[src/rtl/tile_pkg.sv]
// Shared types and constants for the tile spawner: FSM states, xorshift32 shift
// amounts, default seed and the one-step PRNG update.
package tile_pkg;

  typedef enum logic [1:0] {
    ST_IDLE = 2'd0,
    ST_DRAW = 2'd1,
    ST_SCAN = 2'd2
  } state_e;

  localparam int unsigned XS_SHL_A = 13;
  localparam int unsigned XS_SHR_B = 17;
  localparam int unsigned XS_SHL_C = 5;

  localparam logic [31:0] DEFAULT_SEED = 32'h392a4953;

  function automatic logic [31:0] xs32_step(input logic [31:0] x);
    logic [31:0] y;
    y = x ^ (x << XS_SHL_A);
    y = y ^ (y >> XS_SHR_B);
    y = y ^ (y << XS_SHL_C);
    return y;
  endfunction

endpackage

[src/rtl/prng_xorshift32.sv]
// Free-running xorshift32 generator. Steps every cycle out of reset; a load
// overrides the step, and a zero load value falls back to SEED so the state never sticks at 0.
module prng_xorshift32
  import tile_pkg::*;
#(
  parameter logic [31:0] SEED = DEFAULT_SEED
) (
  input  logic        clk,
  input  logic        rst,
  input  logic        load,
  input  logic [31:0] load_val,
  output logic [31:0] state
);

  logic [31:0] state_q, state_d;

  always_comb begin
    state_d = xs32_step(state_q);
    if (load) state_d = (load_val == 32'h0) ? SEED : load_val;
  end

  always_ff @(posedge clk) begin
    if (rst) state_q <= SEED;
    else     state_q <= state_d;
  end

  assign state = state_q;

endmodule

[src/rtl/tile_spawner.sv]
// Picks an empty board cell for a new tile: up to MAX_TRIES random draws, then a
// linear scan. Optional reseed port enabled by TILE_SPAWNER_SEED_LOAD_EN.
module tile_spawner
  import tile_pkg::*;
#(
  parameter int          CELLS       = 16,
  parameter int          IDX_W       = 4,
  parameter int          MAX_TRIES   = 8,
  parameter logic [31:0] SEED        = DEFAULT_SEED,
  parameter int          FOUR_THRESH = 2
) (
  input  logic             clk,
  input  logic             rst,
  input  logic             start,
  input  logic [CELLS-1:0] occupied,
`ifdef TILE_SPAWNER_SEED_LOAD_EN
  input  logic             seed_load,
  input  logic [31:0]      seed_in,
`endif
  output logic             busy,
  output logic             done,
  output logic             full,
  output logic [IDX_W-1:0] idx,
  output logic             is_four
);

  localparam int TRY_W = 8;

  state_e           state_q, state_d;
  logic [CELLS-1:0] snap_q, snap_d;
  logic [TRY_W-1:0] try_q, try_d;
  logic [IDX_W-1:0] ptr_q, ptr_d;
  logic [IDX_W-1:0] idx_q, idx_d;
  logic             done_q, done_d;
  logic             full_q, full_d;
  logic             four_q, four_d;

  logic [31:0]      prng;
  logic             prng_load;
  logic [31:0]      prng_load_val;
  logic [IDX_W-1:0] cand;
  logic             four_now;
  logic             prng_unused;

`ifdef TILE_SPAWNER_SEED_LOAD_EN
  assign prng_load     = seed_load && (state_q == ST_IDLE);
  assign prng_load_val = seed_in;
`else
  assign prng_load     = 1'b0;
  assign prng_load_val = 32'h0;
`endif

  prng_xorshift32 #(.SEED(SEED)) u_prng (
    .clk      (clk),
    .rst      (rst),
    .load     (prng_load),
    .load_val (prng_load_val),
    .state    (prng)
  );

  assign cand        = prng[IDX_W-1:0];
  assign four_now    = {1'b0, prng[31:28]} < 5'(FOUR_THRESH);
  assign prng_unused = ^prng[27:IDX_W];

  // Indices at or beyond CELLS (non power-of-two boards) read as occupied.
  function automatic logic is_free(input logic [CELLS-1:0] s, input logic [IDX_W-1:0] c);
    logic f;
    f = 1'b0;
    for (int i = 0; i < CELLS; i++)
      if (c == IDX_W'(i)) f = ~s[i];
    return f;
  endfunction

  always_comb begin
    state_d = state_q;
    snap_d  = snap_q;
    try_d   = try_q;
    ptr_d   = ptr_q;
    idx_d   = idx_q;
    four_d  = four_q;
    full_d  = full_q;
    done_d  = 1'b0;
    case (state_q)
      ST_IDLE: begin
        if (start) begin
          state_d = ST_DRAW;
          snap_d  = occupied;
          try_d   = '0;
          ptr_d   = '0;
        end
      end
      ST_DRAW: begin
        if (is_free(snap_q, cand)) begin
          state_d = ST_IDLE;
          done_d  = 1'b1;
          full_d  = 1'b0;
          idx_d   = cand;
          four_d  = four_now;
        end else if (try_q == TRY_W'(MAX_TRIES - 1)) begin
          state_d = ST_SCAN;
        end else begin
          try_d = try_q + TRY_W'(1);
        end
      end
      ST_SCAN: begin
        if (is_free(snap_q, ptr_q)) begin
          state_d = ST_IDLE;
          done_d  = 1'b1;
          full_d  = 1'b0;
          idx_d   = ptr_q;
          four_d  = four_now;
        end else if (ptr_q == IDX_W'(CELLS - 1)) begin
          // Board full: idx/is_four keep the previous result.
          state_d = ST_IDLE;
          done_d  = 1'b1;
          full_d  = 1'b1;
        end else begin
          ptr_d = ptr_q + IDX_W'(1);
        end
      end
      default: state_d = ST_IDLE;
    endcase
  end

  always_ff @(posedge clk) begin
    if (rst) begin
      state_q <= ST_IDLE;
      snap_q  <= '0;
      try_q   <= '0;
      ptr_q   <= '0;
      idx_q   <= '0;
      done_q  <= 1'b0;
      full_q  <= 1'b0;
      four_q  <= 1'b0;
    end else begin
      state_q <= state_d;
      snap_q  <= snap_d;
      try_q   <= try_d;
      ptr_q   <= ptr_d;
      idx_q   <= idx_d;
      done_q  <= done_d;
      full_q  <= full_d;
      four_q  <= four_d;
    end
  end

  assign busy    = (state_q != ST_IDLE);
  assign done    = done_q;
  assign full    = full_q;
  assign idx     = idx_q;
  assign is_four = four_q;

endmodule

[config.mk]
export PLATFORM = sky130hd
export DESIGN_NAME = tile_spawner
export DESIGN_NICKNAME = d
export VERILOG_FILES = /design/src/rtl/tile_pkg.sv /design/src/rtl/prng_xorshift32.sv /design/src/rtl/tile_spawner.sv
export SDC_FILE = /design/constraint.sdc
export NUM_CORES = 1
export LEC_CHECK = 0
export ABC_AREA = 1
export BUFFER_PORTS_ARGS = -buffer_cell sky130_fd_sc_hd__buf_2
export CORE_MARGIN = 1.5
export CORE_UTILIZATION = 54
export DETAILED_ROUTE_END_ITERATION = 8
export GPL_TIMING_DRIVEN = 0
export PLACE_DENSITY = 0.84
export SLEW_MARGIN = 10
export SYNTH_ARGS = -nofsm -noshare
export SYNTH_HDL_FRONTEND = slang
export SYNTH_SLANG_ARGS = --single-unit
[constraint.sdc]
create_clock -name clk -period 2.5 [get_ports clk]
set_input_delay 0.625 -clock clk [delete_from_list [all_inputs] [get_ports clk]]
set_output_delay 0.625 -clock clk [all_outputs]
set_load 0.02 [all_outputs]
Word-level counts from Yosys, hierarchy flattened
Index checks and enable logic that the tools add are counted.
{"block": "word_totals", "regBits": 69, "word_cells": 148, "out_inout_bits": 8}
{"block": "op_classes", "magnitude_cmp": 1, "bitwise_logic": 19, "reduce_logical": 13, "n_eq_ne": 42, "addsub": 2, "muxes": 62}
{"operator": "equality test 4 bit, second input constant", "n": 16}
{"operator": "XOR 32 bit", "n": 2}
{"operator": "two-way mux 1 bit", "n": 42}
{"operator": "equality test 4 x 3 -> 1 bit, second input constant", "n": 8}
{"operator": "XOR 32 x 15 -> 32 bit", "n": 1}
{"operator": "two-way mux 8 bit", "n": 3}
{"operator": "two-way mux 4 bit", "n": 5}
{"operator": "equality test 4 x 2 -> 1 bit, second input constant", "n": 4}
{"operator": "NOT 1 bit", "n": 16}
{"operator": "case mux 4 bit (2 select lines)", "n": 2}
{"operator": "case mux 8 bit (2 select lines)", "n": 1}
{"operator": "!= test 2 bit, second input constant", "n": 7}
{"operator": "two-way mux 2 bit", "n": 5}
{"operator": "AND reduction 3 bit", "n": 3}
{"operator": "adder 8 x 1 -> 8 bit, second input constant", "n": 1}
{"operator": "equality test 4 x 1 -> 1 bit, second input constant", "n": 2}
{"operator": "equality test 8 x 3 -> 1 bit, second input constant", "n": 1}
{"operator": "zero test 4 bit", "n": 2}
{"operator": "AND reduction 4 bit", "n": 2}
{"operator": "nonzero test 2 bit", "n": 4}
{"operator": "!= test 3 bit, second input constant", "n": 2}
{"operator": "case mux 1 bit (2 select lines)", "n": 3}
{"operator": "case mux 2 bit (3 select lines)", "n": 1}
{"operator": "adder 4 x 1 -> 4 bit, second input constant", "n": 1}
{"operator": "other kinds (5)", "n": 5}

Depth between registers and ports, before layout
Gate-level depths: netlist of the first run.
{"block": "depth", "ltp_word": 20, "depth_mapped": 23, "mapped_depth_nobuf": 23}

Modules after synthesis
Synthesis of the first run repeated with hierarchy kept, for this count alone.
{"block": "hier_totals", "hier_cells": 774, "area_unflattened_um2": 4561.9}
{"module": "prng_xorshift32", "cells_per_inst": 426, "area_each_um2": 2311.0, "seq_area_each_um2": 640.6, "instances": 1}
{"module": "tile_spawner", "cells_per_inst": 348, "area_each_um2": 2250.9, "seq_area_each_um2": 740.7, "instances": 1}

Least setup slack after synthesis of the first run
No wires, ideal clock.
{"block": "synth_timing", "kind": "reg-to-reg", "start": "reg ptr_q[0]", "end": "reg idx_q[0], in the netlist idx[0]", "path_stages_with_launch": 22, "setup_time_ps": 115, "slack_ps": 574, "t_arrival_ps": 1811, "period_less_slack_ps": 1926, "t_required_ps": 2385, "cell_sequence": "dfxtp_1 -> inv_1 -> ha_1 -> inv_1 -> nor2_1 -> nand2_1 -> nand2_1 -> nor2_1 -> nand2_1 -> nand2_1 -> nand2_1 -> nand2_1 -> nand2_1 -> nand2_1 -> nand2_1 -> nand2_1 -> nand2_2 -> nand3_2 -> nand3_2 -> buf_6 -> a21oi_1 -> nor2_1"}
{"block": "synth_via", "elab_chain_cells": 20, "word_cells_on_any_way": 37}
{"element": "start, declared", "line_no": "tile_spawner.sv:32", "rtl": "logic [IDX_W-1:0] ptr_q, ptr_d;"}
{"element": "start signal, assigned", "line_no": "tile_spawner.sv:139", "rtl": "ptr_q <= ptr_d;"}
{"element": "zero test 4 bit", "line_no": "tile_spawner.sv:70", "rtl": "if (c == IDX_W'(i)) f = ~s[i];"}
{"element": "two-way mux 1 bit (16 in series)", "line_no": "tile_spawner.sv:70"}
{"element": "two-way mux 1 bit", "line_no": "tile_spawner.sv:83", "rtl": "case (state_q)"}
{"element": "!= test 2 bit (no source line)"}
{"element": "AND reduction 3 bit (no source line)"}
{"element": "end signal, assigned", "line_no": "tile_spawner.sv:140", "rtl": "idx_q <= idx_d;"}
{"element": "end, declared", "line_no": "tile_spawner.sv:33", "rtl": "logic [IDX_W-1:0] idx_q, idx_d;"}
Several ways; a longest one is shown, not always the timed one. The select of a mux whose other input is x is not followed.
A chain may end at the register's enable or synchronous reset.

Worst setup path after layout of the first run
{"block": "layout_timing", "start": "reg ptr_q[1]", "end": "reg ptr_q[3]"}
{"block": "layout_via", "elab_chain_cells": 20, "word_cells_on_any_way": 40}
{"element": "zero test 4 bit", "line_no": "tile_spawner.sv:70"}
{"element": "two-way mux 1 bit (16 in series)", "line_no": "tile_spawner.sv:70"}
{"element": "two-way mux 1 bit", "line_no": "tile_spawner.sv:83"}
{"element": "!= test 2 bit (no source line)"}
{"element": "AND reduction 4 bit (no source line)"}
Several ways; a longest one is shown, not always the timed one. The select of a mux whose other input is x is not followed.

==> results of run 1 <==
[cell usage after synthesis, drive strengths merged, types with 4 or more instances]
master  instances  share of area [%]
xor2           16                3.9
nand4           8                1.4
nor2           65                7.0
inv            48                5.0
buf             9                2.0
ha              8                2.8
nand3          33                5.5
dfxtp          69                 39
o21ai          44                6.3
clkbuf          7                1.0
a21oi          51                7.1
nand2          84                9.5
nor3            4               0.70
xnor2          27                6.6
[final cells by class]
type	instances	share of cell area [%]
flip-flops and latches	69	34.5
clock buffers	9	3.09
clock inverters	7	1.84
well taps	77	2.41
repair buffers	26	3.25
plain buffers	16	2.69
multi-input cells	351	47.3
inverters	51	4.90
[sequential cells by signal, indices dropped and copies added, names as in the netlist]
signal	count
done	1
snap_q	16
u_prng.state	32
ptr_q	4
full	1
idx	4
state_q	2
is_four	1
try_q	8
[repair_timing]
action / CTS / global route
buffers inserted: 0 / 0
resized for setup: 0 / 1
setup endpoints to repair: 0 / 4
hold buffers: 0 / 0
[kinds of logic (layout without fill, tap and decap cells)]
logic type | after synthesis | in the layout | share of synthesized area (%)
AOI/OAI and AO/OA | 100 | 100 | 14.4
xor gates and xnor gates | 43 | 43 | 10.5
adders and majority gates | 8 | 8 | 2.80
buffers and inverters | 67 | 109 | 8.49
DFF | 69 | 69 | 38.6
and+or+nand+nor | 200 | 200 | 25.2
[layer usage]
layer,wire length [µm],global-route usage [%],vias up
met5,0,0,-
met4,183,11.1,0
met3,443,5.90,20
met2,3810,39.6,82
met1,3590,28.1,1448
li1,-,-,1663
[final timing paths]
| kind | to | slack, ns | from |
|---|---|---|---|
| max | ptr_q[3]$_SDFFE_PP0P_ | 0.22 | ptr_q[1]$_SDFFE_PP0P_ |
| min | idx[3]$_SDFFE_PP0P_ | 0.48 | idx[3]$_SDFFE_PP0P_ |
| min reg2reg | idx[3]$_SDFFE_PP0P_ | 0.48 | idx[3]$_SDFFE_PP0P_ |
| max reg2reg | ptr_q[3]$_SDFFE_PP0P_ | 0.22 | ptr_q[1]$_SDFFE_PP0P_ |
[power by group]
group	internal [W]	switching [W]
clock network	0.000466	0.000451
registers	0.00150	0.000252
logic	0.00116	0.00193
[worst reg2reg max path, delay by kind of cell, from the launching register on]
kind                     cells  cell delay, ns
buffers and inverters        2            0.21
adder cells (fa/ha/maj)      1            0.23
AND/OR/NAND/NOR             20            1.38
flip-flops                   1            0.40
[per-stage QoR]
step | utilization, % | setup WS (ns) | power, W
after floorplan | - | 0.574 | 0.00419
after global placement | 59.6 | 0.315 | 0.00469
after detailed placement | 59.6 | 0.233 | 0.00482
after CTS | 62.7 | 0.203 | 0.00575
after global routing | 62.7 | 0.0111 | 0.00624
final | 62.7 | 0.225 | 0.00576
==> impl_metrics.yaml, run 1 <==
power_and_ir_drop:
  power.leakage_nw: 1.78
  peakVddDrop_uv: 919
  power_density_nw_per_um2: 1440
run_status:
  status: "finished clean"
finish:
  seq_area_um2: 1380
  fillers: 565
  area_growth_pct: 11.9
  most-common-layout-cells: "nand2_1, dfxtp_1, nor2_1"
  diodes: 0
  instances_no_fill: 606
  final_area_um2: 4010
  multiInputGateArea_um2: 1890
  fin_nets: 551
  layout_commonest_cell: "nand2_1"
  drive_above_1_share_pct: 13.6
clock_network:
  tritoncts: "yes"
  clk_latency_ns: 0.35
  cts_root_buf: "clkbuf_8"
  cts.sinks: 69
  h-tree-depth: 3
  path_clk_slew_ns: 0.08
  cts_buffers: 9
  clk_path_buf_depth: 2
worst_setup_path:
  required_ns: 2.79
  rr_worst_depth: 23
  crit_type: "reg -> reg"
  crit_top_cell: "nand2_1"
  crit_chain: "inv_1 > ha_1 > inv_1 > nor2_1 > nand2_1 > nand2_1 > nor2_1 > nand2_1 > nand2_1 > nand2_1 > nand2_1 > nand2_1 > nand2_1 > nand2_1 > nand2_1 > nand2_2 > nand3_2 > nand3_2 > nand2_2 > nand2_2 > nand2_1 > nand2_1 > nor2_1"
  startpoint_type: "flop"
  slowest_stage: "dfxtp_1"
  worst-endpoint-arrival_ns: 2.56
  cp_num_buf_inv: 2
  crit_path_end_kind: "flop"
  crit_fanout: 5
  crit_family: "simple AND/OR/NAND/NOR gates"
  max_stage_delay_ns: 0.40
  path_depth: 23
placement:
  hpwlAfterDp_mm: 5.94
  placed_cells_incl_taps: 590
  gp_congestion: 0.937
  dpl-instance-area_um2: 3810
  port_buffers: 26
die:
  fp.dieW_um: 84.4
  coreArea_um2: 6390
  dieArea_um2: 7130
  dieHeight_um: 84.4
  num_rows: 29
  initial_core_util_pct: 56.1
  io_pins: 27
synth:
  synth_ff_type: "dfxtp_1"
  synth_edf_count: 0
  yosys_warnings: 0
  synth_async_sr_flop_share_pct: 0
  synth_area_um2: 3580
  ys_seq_area_share_pct: 38.6
  syn_avg_cell_area_um2: 7.35
  netlist_instances: 487
  ys_seq_elements: 69
  synth_fp_nets: 514
  yosysUniqueCellTypes: 37
drt:
  dr.pass1.iters: 5
  num_vias: 3213
  wl_per_cell_um: 13.2
  drt_iter0_drc: 311
  drc_errors: 0
  wirelength_mm: 8.02
  vias_per_cell: 5.30
  drtAntennaViolNets: 0
sta:
  period_share_pct: 91.0
  clock_skew_ns: 0.00743
  final.min_clock_period_ns: 2.28
  setup_viol: 0
  slew_headroom_pct: 67.2
  slew_viol_final: 0
  setup_tns_ns: 0
  finalHoldViolations: 0
  rsz0062_at_grt: "no"
  worstMarginPinSlew_ns: 0.488
  whs_ns: 0.483
  fmax_ghz: 0.439
run:
  cap_violations: 0
global_route:
  grt.total_usage_pct: 23.5
  grt_pass1_vias: 3158
  grt_antenna_before_repair: 0
  grt-ovfl-total: 0
  grt_pass1_wl_mm: 13.5
  grt_max_degree: 14
min_path:
  hold_class: "reg -> reg"
  whs_path_depth: 2
Note: power is estimated with default switching activity, not from simulation.
==> run 2, diff against run 1 <==
Settings changed: BUFFER_PORTS_ARGS -buffer_cell sky130_fd_sc_hd__buf_2 to -buffer_cell sky130_fd_sc_hd__clkbuf_2, SKIP_CTS_REPAIR_TIMING from default to 1.
==> impl_metrics.yaml, run 2 (synthesis gave the netlist of run 1 again) <==
finish:
  fin_nets: 551
  layout_commonest_cell: "nand2_1"
  area_growth_pct: 12.0
  most-common-layout-cells: "nand2_1, dfxtp_1, nor2_1"
  diodes: 0
  largest_reg_flops: 32
  final_area_um2: 4010
  drive_above_1_share_pct: 13.6
  post-route-util_pct: 62.8
sta:
  slew_headroom_pct: 66.0
  setup_viol: 0
  worstMarginPinSlew_ns: 0.510
  final.min_clock_period_ns: 2.28
  whs_ns: 0.489
  slew_viol_final: 0
  fmax_ghz: 0.438
  clock_skew_ns: 0.0119
  finalHoldViolations: 0
  worst_slack_ns: 0.218
  period_share_pct: 91.3
drt:
  dr.pass1.iters: 4
  drt_iter0_drc: 334
  wirelength_mm: 8.15
  drc_errors: 0
  num_vias: 3229
  vias_per_cell: 5.33
  drtAntennaViolNets: 0
  wl_per_cell_um: 13.5
global_route:
  grt_antenna_before_repair: 0
  grt_max_degree: 13
  grt_pass1_wl_mm: 13.4
  grt_pass1_vias: 2998
  grt.total_usage_pct: 23.7
  grt-ovfl-total: 0
die:
  initial_core_util_pct: 56.1
  dieHeight_um: 84.4
  coreArea_um2: 6390
  num_rows: 29
  dieArea_um2: 7130
  fp.dieW_um: 84.4
  io_pins: 27
worst_setup_path:
  crit_type: "reg -> reg"
  crit_top_cell: "nand2_1"
  startpoint_type: "flop"
  crit_path_end_kind: "flop"
  worst-endpoint-arrival_ns: 2.57
  crit_family: "simple AND/OR/NAND/NOR gates"
  slowest_stage: "dfxtp_2"
  r2r_slack_ns: 0.22
  max_stage_delay_ns: 0.38
  required_ns: 2.79
  cp_num_buf_inv: 2
  crit_fanout: 5
  crit_chain: "inv_1 > ha_1 > inv_1 > nor2_1 > nand2_1 > nand2_1 > nor2_1 > nand2_1 > nand2_1 > nand2_1 > nand2_1 > nand2_1 > nand2_1 > nand2_1 > nand2_1 > nand2_2 > nand2_1 > nand3_1 > nand3_1 > nand2_1 > a21oi_1"
min_path:
  hold_class: "reg -> reg"
placement:
  gp_congestion: 0.908
  dpl-instance-area_um2: 3810
  port_buffers: 26
  hpwlAfterDp_mm: 6.13
  pre_cts_ws_ns: 0.246
run:
  cap_violations: 0
clock_network:
  path_clk_slew_ns: 0.08
  clk_path_buf_depth: 2
  tritoncts: "yes"
  cts_buffers: 9
  cts.sinks: 69
  clk_latency_ns: 0.36
  h-tree-depth: 3
  cts_root_buf: "clkbuf_8"
power_and_ir_drop:
  power_density_nw_per_um2: 1450
  power.leakage_nw: 1.78
  p_total_w: 0.00581
  peakVddDrop_uv: 1010
run_status:
  status: "finished clean"
[run 2: cell count changes in the layout (fill, tap and decap cells not counted), sizes merged]
cell / before / now
inv: 50 / 48
buf: 35 / 9
clkbuf: 16 / 44
[run 2: cell type report]
cell class / count / area [µm²]
fillers: 556 / 2380
multi-input cells: 351 / 1890
flip-flops and latches: 69 / 1380
inverters: 51 / 196
clock buffers: 11 / 141
repair buffers: 26 / 130
plain buffers: 16 / 108
well taps: 77 / 96.3
clock inverters: 5 / 60.1
[run 2: path summary, 6_finish.rpt]
kind	cells after the start	startpoint	end
max	21	ptr_q[0]$_SDFFE_PP0P_	state_q[0]$_SDFFE_PP0P_
min	2	idx[0]$_SDFFE_PP0P_	idx[0]$_SDFFE_PP0P_
max reg2reg	21	ptr_q[0]$_SDFFE_PP0P_	state_q[0]$_SDFFE_PP0P_
min reg2reg	2	idx[0]$_SDFFE_PP0P_	idx[0]$_SDFFE_PP0P_
[run 2: routing by layer]
layer	wire, µm	track usage, %	share of wire (%)
met1	3450	29.1	42
met2	4030	40.8	49
met3	575	5.41	7.1
met4	94	8.36	1.2
met5	0	0	0
[run 2: worst register-to-register path: stages (launching register included)]
cell and delay (ns):
dfxtp_2 0.38, inv_1 0.11, ha_1 0.25, inv_1 0.10, nor2_1 0.06, nand2_1 0.06, nand2_1 0.05, nor2_1 0.10
nand2_1 0.06, nand2_1 0.06, nand2_1 0.04, nand2_1 0.05, nand2_1 0.05, nand2_1 0.07, nand2_1 0.05, nand2_1 0.07
nand2_2 0.06, nand2_1 0.09, nand3_1 0.15, nand3_1 0.16, nand2_1 0.07, a21oi_1 0.13
[run 2: stage by stage]
step | instances | TNS [ns]
final | 606 | 0
after global routing | 606 | -0.0180
after CTS | 606 | 0
after detailed placement | 590 | 0
after global placement | 590 | 0
after floorplan | 487 | 0
[run 2: power breakdown]
group          internal, W  leakage (nW)  switching [W]
Sequential         0.00150         0.572       0.000260
Clock             0.000490        0.0995       0.000443
Combinational      0.00116          1.10        0.00195
==> run 3, diff against run 2 <==
Settings changed: BUFFER_PORTS_ARGS -buffer_cell sky130_fd_sc_hd__clkbuf_2 to default, DONT_BUFFER_PORTS from default to 1, PLACE_DENSITY 0.84 to 0.8.
==> impl_metrics.yaml, run 3 (synthesis gave the netlist of run 1 again) <==
drt:
  vias_per_cell: 5.33
  drtAntennaViolNets: 0
  wl_per_cell_um: 13.6
  num_vias: 3093
  wirelength_mm: 7.91
  dr.pass1.iters: 5
  drc_errors: 0
  drt_iter0_drc: 245
clock_network:
  clk_path_buf_depth: 2
  cts.sinks: 69
  h-tree-depth: 3
  path_clk_slew_ns: 0.09
  cts_root_buf: "clkbuf_8"
  cts_buffers: 9
  tritoncts: "yes"
  clk_latency_ns: 0.35
die:
  coreArea_um2: 6390
  fp.dieW_um: 84.4
  dieArea_um2: 7130
  initial_core_util_pct: 56.1
  num_rows: 29
  dieHeight_um: 84.4
  io_pins: 27
global_route:
  grt_antenna_before_repair: 1
  grt_pass1_wl_mm: 13.6
  grt_pass1_vias: 2992
  grt-ovfl-total: 0
  grt.total_usage_pct: 23.7
  grt_max_degree: 14
sta:
  slew_headroom_pct: 60.3
  worstMarginPinSlew_ns: 0.596
  period_share_pct: 90.6
  final.min_clock_period_ns: 2.27
  clock_skew_ns: 0.0141
  rsz0062_at_grt: "no"
  setup_tns_ns: 0
  slew_viol_final: 0
  fmax_ghz: 0.441
  setup_viol: 0
  finalHoldViolations: 0
run:
  cap_violations: 0
min_path:
  whs_path_depth: 2
  min-delay-start: "rst"
  hold_class: "in -> reg"
  min_to: "u_prng.state[15]$_SDFF_PP0_"
finish:
  diodes: 0
  drive_above_1_share_pct: 9.15
  largest_reg_flops: 32
  fillers: 586
  area_growth_pct: 8.28
  fin_nets: 525
  seq_area_um2: 1380
  layout_commonest_cell: "nand2_1"
  multiInputGateArea_um2: 1890
  most-common-layout-cells: "nand2_1, dfxtp_1, nor2_1"
worst_setup_path:
  worst-endpoint-arrival_ns: 2.50
  required_ns: 2.73
  rr_worst_depth: 21
  startpoint_type: "flop"
  crit_type: "reg -> reg"
  r2r_start: "ptr_q[1]$_SDFFE_PP0P_"
  crit_path_end_kind: "flop"
  r2r_slack_ns: 0.23
  crit_fanout: 10
  timing.rr.end: "idx[3]$_SDFFE_PP0P_"
power_and_ir_drop:
  power_density_nw_per_um2: 1460
  p_total_w: 0.00568
  peakVddDrop_uv: 1010
  power.leakage_nw: 1.67
placement:
  port_buffers: 0
  gp_congestion: 0.884
  hpwlAfterDp_mm: 5.84
run_status:
  status: "finished clean"
[run 3: worst max path at each step]
stage / from / end / slack [ns] / cells after the start
after global routing: ptr_q[1]$_SDFFE_PP0P_ / ptr_q[3]$_SDFFE_PP0P_ / 0.002 / 23
final: ptr_q[1]$_SDFFE_PP0P_ / idx[3]$_SDFFE_PP0P_ / 0.23 / 21
after floorplan: ptr_q[0]$_SDFFE_PP0P_ / idx[0]$_SDFFE_PP0P_ / 0.57 / 21
after CTS: ptr_q[0]$_SDFFE_PP0P_ / state_q[0]$_SDFFE_PP0P_ / 0.25 / 21
after global placement: ptr_q[0]$_SDFFE_PP0P_ / ptr_q[3]$_SDFFE_PP0P_ / 0.32 / 22
after detailed placement: ptr_q[0]$_SDFFE_PP0P_ / ptr_q[3]$_SDFFE_PP0P_ / 0.26 / 22
[run 3: layer usage]
layer	vias to the layer above	track usage, %	routed length [µm]
li1	1598	-	-
met1	1390	30.2	3510
met2	83	38.9	3740
met3	22	5.11	440
met4	0	10.3	227
met5	-	0	0
[run 3: power breakdown]
group          internal [W]  switching, W  leakage [nW]
Combinational       0.00112       0.00184         0.993
Clock              0.000466      0.000453         0.104
Sequential          0.00150      0.000296         0.572
Total               0.00308       0.00259          1.67
[run 3: worst max-delay path, stage by stage, from the launching register on]
cell and delay [ns]:
dfxtp_1 0.40, inv_1 0.11, ha_1 0.25, nor2_1 0.20, nand2_1 0.08, nand2_1 0.07, nor2_1 0.04, nand2_1 0.07
nand2_1 0.05, nand2_1 0.05, nand2_1 0.04, nand2_1 0.05, nand2_1 0.05, nand2_1 0.06, nand2_1 0.06, nand2_2 0.07
nand3_2 0.06, nand3_2 0.10, buf_6 0.14, nand3_1 0.08, nand2_1 0.09, nor2_1 0.04
[run 3: final cells by class]
class	count	area share [%]
Clock buffer	9	3.20
Inverter	51	5.07
Multi-Input combinational cell	351	48.9
Tap cell	77	2.49
Clock inverter	7	1.94
Sequential cell	69	35.7
Buffer	16	2.78
[run 3: stage by stage]
step	setup WS [ns]	cells	cell area, µm²	hold slack (ns)	utilization, %
after floorplan	0.574	487	3580	0.444	-
after global placement	0.320	564	3680	0.470	57.6
after detailed placement	0.263	564	3680	0.477	57.6
after CTS	0.247	580	3870	0.422	60.7
after global routing	0.00193	580	3880	0.438	60.7
final	0.235	580	3880	0.426	60.7
